===== src/rtl/vend_pkg.sv =====
// Shared types and helpers for the vending slot controller.
package vend_pkg;

    localparam int unsigned STOCK_W       = 4;
    localparam int unsigned MAX_STOCK_DEF = 15;

    typedef enum logic [2:0] {
        ST_IDLE,
        ST_CHECK,
        ST_DISPENSE,
        ST_COMMIT,
        ST_REJECT,
        ST_FAULT
    } vend_state_e;

    // Widened add so a full counter plus a full quantity cannot wrap before saturating.
    function automatic logic [STOCK_W-1:0] sat_add(input logic [STOCK_W-1:0] a,
                                                   input logic [STOCK_W-1:0] b,
                                                   input logic [STOCK_W-1:0] lim);
        logic [STOCK_W:0] sum;
        sum = {1'b0, a} + {1'b0, b};
        if (sum > {1'b0, lim}) begin
            return lim;
        end
        return sum[STOCK_W-1:0];
    endfunction

endpackage


===== src/rtl/vend_timeout_timer.sv =====
// Dispense watchdog: counts enabled cycles and flags the last allowed one.
module vend_timeout_timer #(
    parameter int unsigned LIMIT = 255
) (
    input  logic clk,
    input  logic rst_n,
    input  logic clear_i,
    input  logic en_i,
    output logic expire_c
);

    localparam int unsigned TW = $clog2(LIMIT + 1);

    logic [TW-1:0] count_q;

    always_ff @(posedge clk or negedge rst_n) begin
        if (!rst_n) begin
            count_q <= '0;
        end else if (clear_i) begin
            count_q <= '0;
        end else if (en_i) begin
            count_q <= count_q + TW'(1);
        end
    end

    assign expire_c = en_i && (count_q == TW'(LIMIT - 1));

endmodule


===== src/rtl/vend_slot_controller.sv =====
// Vend/restock sequencer driving external per-slot stock counters and the dispense motor.
module vend_slot_controller
    import vend_pkg::*;
#(
    parameter  int unsigned NUM_SLOTS     = 4,
    parameter  int unsigned MAX_STOCK     = MAX_STOCK_DEF,
    parameter  int unsigned MOTOR_TIMEOUT = 255,
    localparam int unsigned SW            = (NUM_SLOTS > 1) ? $clog2(NUM_SLOTS) : 1
) (
    input  logic                         clk,
    input  logic                         reset,
    input  logic                         vend_req,
    input  logic [SW-1:0]                vend_slot,
    input  logic                         restock_req,
    input  logic [SW-1:0]                restock_slot,
    input  logic [STOCK_W-1:0]           restock_qty,
    input  logic                         motor_done,
    input  logic                         fault_clr,
    input  logic [STOCK_W*NUM_SLOTS-1:0] stock_q,
    output logic [STOCK_W*NUM_SLOTS-1:0] stock_d,
    output logic                         motor_en,
    output logic [SW-1:0]                motor_slot,
    output logic                         vend_ack,
    output logic                         vend_nack,
    output logic                         restock_ack,
    output logic                         busy,
    output logic                         fault
);

    localparam logic [STOCK_W-1:0] LIM    = STOCK_W'(MAX_STOCK);
    localparam logic [SW:0]        NSLOTS = (SW + 1)'(NUM_SLOTS);

    vend_state_e        state_q, state_d;
    logic [SW-1:0]      slot_q, slot_d;
    logic [STOCK_W-1:0] vend_cnt, rs_cnt;
    logic               vend_in_range, rs_in_range;
    logic               tmr_expire;

    always_ff @(posedge clk or negedge reset) begin
        if (!reset) begin
            state_q <= ST_IDLE;
            slot_q  <= '0;
        end else begin
            state_q <= state_d;
            slot_q  <= slot_d;
        end
    end

    vend_timeout_timer #(
        .LIMIT (MOTOR_TIMEOUT)
    ) u_timer (
        .clk      (clk),
        .rst_n    (reset),
        .clear_i  (state_q != ST_DISPENSE),
        .en_i     (state_q == ST_DISPENSE),
        .expire_c (tmr_expire)
    );

    assign vend_in_range = ({1'b0, slot_q} < NSLOTS);
    assign rs_in_range   = ({1'b0, restock_slot} < NSLOTS);

    // Current counts of the latched vend slot and the requested restock slot.
    always_comb begin
        vend_cnt = '0;
        rs_cnt   = '0;
        for (int i = 0; i < int'(NUM_SLOTS); i++) begin
            if (slot_q == SW'(i)) begin
                vend_cnt = stock_q[i*STOCK_W +: STOCK_W];
            end
            if (restock_slot == SW'(i)) begin
                rs_cnt = stock_q[i*STOCK_W +: STOCK_W];
            end
        end
    end

    always_comb begin
        state_d     = state_q;
        slot_d      = slot_q;
        stock_d     = stock_q;
        restock_ack = 1'b0;

        case (state_q)
            ST_IDLE: begin
                if (vend_req) begin
                    slot_d  = vend_slot;
                    state_d = ST_CHECK;
                end else if (restock_req && rs_in_range) begin
                    restock_ack = 1'b1;
                    for (int i = 0; i < int'(NUM_SLOTS); i++) begin
                        if (restock_slot == SW'(i)) begin
                            stock_d[i*STOCK_W +: STOCK_W] = sat_add(rs_cnt, restock_qty, LIM);
                        end
                    end
                end
            end
            ST_CHECK: begin
                if (!vend_in_range || (vend_cnt == '0)) begin
                    state_d = ST_REJECT;
                end else begin
                    state_d = ST_DISPENSE;
                end
            end
            ST_DISPENSE: begin
                // A drop reported on the final allowed cycle still completes the vend.
                if (motor_done) begin
                    state_d = ST_COMMIT;
                end else if (tmr_expire) begin
                    state_d = ST_FAULT;
                end
            end
            ST_COMMIT: begin
                for (int i = 0; i < int'(NUM_SLOTS); i++) begin
                    if (slot_q == SW'(i)) begin
                        stock_d[i*STOCK_W +: STOCK_W] = vend_cnt - STOCK_W'(1);
                    end
                end
                state_d = ST_IDLE;
            end
            ST_REJECT: begin
                state_d = ST_IDLE;
            end
            ST_FAULT: begin
                if (fault_clr) begin
                    state_d = ST_IDLE;
                end
            end
            default: begin
                state_d = ST_IDLE;
            end
        endcase
    end

    // Status outputs decode the state register directly so reset silences them at once.
    assign motor_en   = (state_q == ST_DISPENSE);
    assign motor_slot = slot_q;
    assign vend_ack   = (state_q == ST_COMMIT);
    assign vend_nack  = (state_q == ST_REJECT);
    assign busy       = (state_q != ST_IDLE);
    assign fault      = (state_q == ST_FAULT);

endmodule


===== config.mk =====
export PLATFORM = sky130hd
export DESIGN_NAME = vend_slot_controller
export DESIGN_NICKNAME = d
export VERILOG_FILES = /design/src/rtl/vend_pkg.sv /design/src/rtl/vend_timeout_timer.sv /design/src/rtl/vend_slot_controller.sv
export SDC_FILE = /design/constraint.sdc
export NUM_CORES = 1
export LEC_CHECK = 0
export ABC_AREA = 1
export CAP_MARGIN = 20
export CORE_MARGIN = 2
export CORE_UTILIZATION = 44
export CTS_BUF_LIST = sky130_fd_sc_hd__clkbuf_4 sky130_fd_sc_hd__clkbuf_8
export CTS_CLUSTER_DIAMETER = 60
export CTS_CLUSTER_SIZE = 8
export DETAILED_ROUTE_END_ITERATION = 6
export PLACE_DENSITY = 0.9
export SLEW_MARGIN = 20
export SYNTH_ARGS = -nofsm -noshare
export SYNTH_HDL_FRONTEND = slang
export SYNTH_SLANG_ARGS = --single-unit

===== constraint.sdc =====
create_clock -name clk -period 2.15 [get_ports clk]
set_input_delay 0.215 -clock clk [delete_from_list [all_inputs] [get_ports clk]]
set_output_delay 0.215 -clock clk [all_outputs]
set_load 0.02 [all_outputs]

==> results.json <==
{
  "grt_first_pass_wirelength_mm": 11.91,
  "cts.htree.levels": 1,
  "max_cap_viol_count": 0,
  "drc_violations_left": 1,
  "sum_of_routed_wire_length_over_all_layers_mm": 8.721,
  "area.sequential_um2": 325.3,
  "synth.cell_area_um2": 1725,
  "max_slew_vio_count": 0,
  "slew_headroom_pct": 60.86,
  "grt_use_total_pct": 36.09,
  "initialDrtViolationCount": 359,
  "core_region_area_um2": 3716,
  "drive_above_1_share_pct": 39.40,
  "cts.sinks": 13,
  "dr.pass1.iters": 7,
  "dp_hpwl_mm": 5.036,
  "worst_r2r_path_depth": 10,
  "root_buffer": "sky130_fd_sc_hd__clkbuf_8",
  "critical-path-top-cell-by-count": "sky130_fd_sc_hd__nand2_1",
  "synthesis.instances": 281,
  "synth.distinct_cells": 31,
  "fmax_mhz": 378.5,
  "dpl.cell_count": 433,
  "final.fill_count": 199,
  "crit-reg2reg-launch": "motor_slot[1]$_DFFE_PN0P_",
  "cell_breakdown_of_the_critical_path": "clkdlybuf4s50_1 > nand2_1 > nand2_1 > o21ai_0 > nand2_1 > ha_4 > a21oi_4 > inv_2 > nor2_4 > inv_2 > o21ai_2 > o211ai_1 > buf_4",
  "reg2reg_to": "state_q[2]$_DFFE_PN0P_",
  "antenna_found_initial": 0,
  "dr_wl_cell_um": 19.42,
  "synth.most_common_cell": "sky130_fd_sc_hd__nand2_1",
  "timing.final.ws_setup_ns": -0.4922,
  "std_cell_rows": 22,
  "cts-hold-fix-buffers": 0,
  "multi_input_area_um2": 1414,
  "worst_setup_path_start_kind": "primary input",
  "unrepaired_setup_endpoints_after_global_routing": "yes",
  "reg_clk_slew_reported_paths_ns": 0.06,
  "postSynthAreaPerCell_um2": 6.140,
  "grt_start_max_net_pins": 14,
  "max_slew.worst_pin.slew_ns": 0.5853,
  "synth_edf_count": 0,
  "critical_path.startpoint": "stock_q[7]",
  "r2r_setup_slack_ns": 0.47,
  "hold-worst-slack_ns": 0.3370,
  "placement.io_buffers": 53,
  "peakVddDrop_mv": 0.7937,
  "drt.antenna.violating_nets": 0,
  "yosysTopAreaCellShare_pct": 18.85,
  "simple_gate_portion_of_the_synthesized_area_pct": 38.29,
  "timing.hold.worst.class": "in2async",
  "run_status": "complete, but fails checks",
  "synth_area_leaders": "sky130_fd_sc_hd__dfrtp_1 19%, sky130_fd_sc_hd__nand2_1 11%, sky130_fd_sc_hd__inv_1 10%, sky130_fd_sc_hd__nand3_1 9.3%, sky130_fd_sc_hd__o21ai_0 7.5%",
  "cpMaxStageDelayCell": "sky130_fd_sc_hd__clkdlybuf4s50_1",
  "finalWeightedCongestion": 0.9442,
  "timing.final.hold_violations": 0,
  "async_reset_ff_share_pct": 100.0,
  "synth-compound-area-share_pct": 21.54,
  "timing.setup.tns_ns": -5.947,
  "yosys.area_share.adder_pct": 6.962,
  "netlist_top_cells_count": "52 x sky130_fd_sc_hd__nand2_1, 46 x sky130_fd_sc_hd__inv_1, 32 x sky130_fd_sc_hd__nand3_1",
  "synth_seq_area_share_pct": 18.85,
  "boundaryPins": 54,
  "required_ns": 1.93,
  "area_growth_syn_to_layout_pct": 78.53,
  "synth_top_family_by_area": "simple AND/OR/NAND/NOR gates",
  "synth_ff_type": "sky130_fd_sc_hd__dfrtp_1",
  "finalSetupViolations": 16,
  "failing_checks": "DRC, setup timing",
  "post-synth-top-area-cell": "sky130_fd_sc_hd__dfrtp_1",
  "ys_ff_latch": 13,
  "total_leakage_power_uw": 0.001506,
  "cts_made_buffers": 3,
  "arrival_ns": 2.43,
  "cts_tree": "yes",
  "final_cells": 449,
  "num_antenna_cells": 0,
  "post_layout_min_period_ns": 2.642,
  "vias": 2768,
  "die_area_um2": 4438,
  "timing.critical_path.slowest_cell_delay_ns": 0.54,
  "globalRoute.totalOverflow": 0,
  "detail_route.vias_per_cell": 6.165,
  "path_max_fanout": 4,
  "post-place-ws_ns": -1.340,
  "floorplan.die.height_um": 66.62,
  "die_width_um": 66.62,
  "grt_pass1_vias": 2538,
  "synth_nets": 320,
  "synth-warning-count": 0,
  "fin_nets": 441,
  "critPathCaptureType": "output port",
  "clock-skew-final_ns": 0.001543,
  "pwr_density_cell_nw_per_um2": 1241,
  "worst_skew_pair_later_pin_latency_ns": 0.25,
  "fin_crit_sh_pct": 122.9,
  "initial_core_utilization_pct": 46.43,
  "synth-xor-area-share_pct": 1.450,
  "synth.area.mux_share_pct": 0,
  "worstSetupPathType": "in2out",
  "max-clock-path-buffers": 2
}
registers in the layout (all words and copies together) (netlist names):
register,cells
u_timer.count_q,8
state_q,3
motor_slot,2
routing by layer:
metal	vias to the layer above	global-route usage, %	share of wire [%]
met5	-	0	0
met4	0	26.53	9.1
met3	89	8.446	12
met2	266	61.88	45
met1	1227	38.25	34
li1	1186	-	-
through the flow:
step	total power (uW)	area (um^2)	util, %
finish	3822	3080	82.90
global placement	3122	2724	73.30
global route	4009	3080	82.90
floorplan	1991	1775	-
detailed placement	3201	2724	73.30
CTS	3503	2940	79.12
power by group:
| part | internal (uW) | total [uW] | switching (uW) | leakage [uW] |
|---|---|---|---|---|
| combinational | 1300 | 3220 | 1920 | 0.00131 |
| clock | 128 | 223 | 94.4 | 0.0000255 |
| sequential | 305 | 383 | 78.1 | 0.000170 |
placed cells by master, fill, tap and decap left out, types with 3 or more instances in the layout:
cell,n
sky130_fd_sc_hd__nand2_2,7
sky130_fd_sc_hd__dlygate4sd2_1,9
sky130_fd_sc_hd__inv_1,36
sky130_fd_sc_hd__nor2_4,3
sky130_fd_sc_hd__nand2_8,3
sky130_fd_sc_hd__o211ai_1,9
sky130_fd_sc_hd__clkdlybuf4s50_1,21
sky130_fd_sc_hd__buf_4,78
sky130_fd_sc_hd__ha_1,6
sky130_fd_sc_hd__nand4_1,3
sky130_fd_sc_hd__o21ai_2,7
sky130_fd_sc_hd__a21oi_2,4
sky130_fd_sc_hd__o21ai_0,15
sky130_fd_sc_hd__dfrtp_1,13
sky130_fd_sc_hd__nor2_1,27
sky130_fd_sc_hd__clkbuf_8,3
sky130_fd_sc_hd__nor3_1,7
sky130_fd_sc_hd__a21oi_1,11
sky130_fd_sc_hd__buf_6,5
sky130_fd_sc_hd__o21ai_1,5
sky130_fd_sc_hd__nand3_1,28
sky130_fd_sc_hd__nand3_2,11
sky130_fd_sc_hd__inv_2,10
sky130_fd_sc_hd__nand2_1,45
sky130_fd_sc_hd__o22ai_2,3
what timing repair did:
item	in CTS	in global routing
setup endpoints to repair	16	17
buffers inserted	6	6
gates resized for setup	163	25
hold endpoints to repair	0	0
pin swaps	20	14
final cells by class:
class	instances	share of cell area, %
Multi-Input combinational cell	215	45.90
Inverter	48	6.661
Tap cell	48	1.950
Timing Repair Buffer	121	33.43
Sequential cell	13	10.56
Clock buffer	3	1.340
Clock inverter	1	0.1625
critical path: cells and delay by family:
family	cells	cell delay [ns]
AO/OA/AOI/OAI	4	0.58
adder cells (fa/ha/maj)	1	0.24
buffers and inverters	4	0.90
AND/OR/NAND/NOR	4	0.48
cells by family after synthesis:
family | count (synthesis)
buf+inv | 53
simple gates | 140
xor+xnor | 2
fa+ha+maj | 9
flops | 13
compound gates | 64
worst max path at each step:
| stage | end | slack, ns | cells past startpoint |
|---|---|---|---|
| finish | stock_d[4] | -0.49 | 13 |
| global route | stock_d[8] | -0.55 | 17 |
| CTS | stock_d[0] | -0.19 | 18 |
| detailed placement | stock_d[7] | -1.34 | 15 |
| global placement | stock_d[11] | -1.14 | 15 |
| floorplan | stock_d[4] | -0.02 | 17 |
Power figures use the tool's default switching activity.
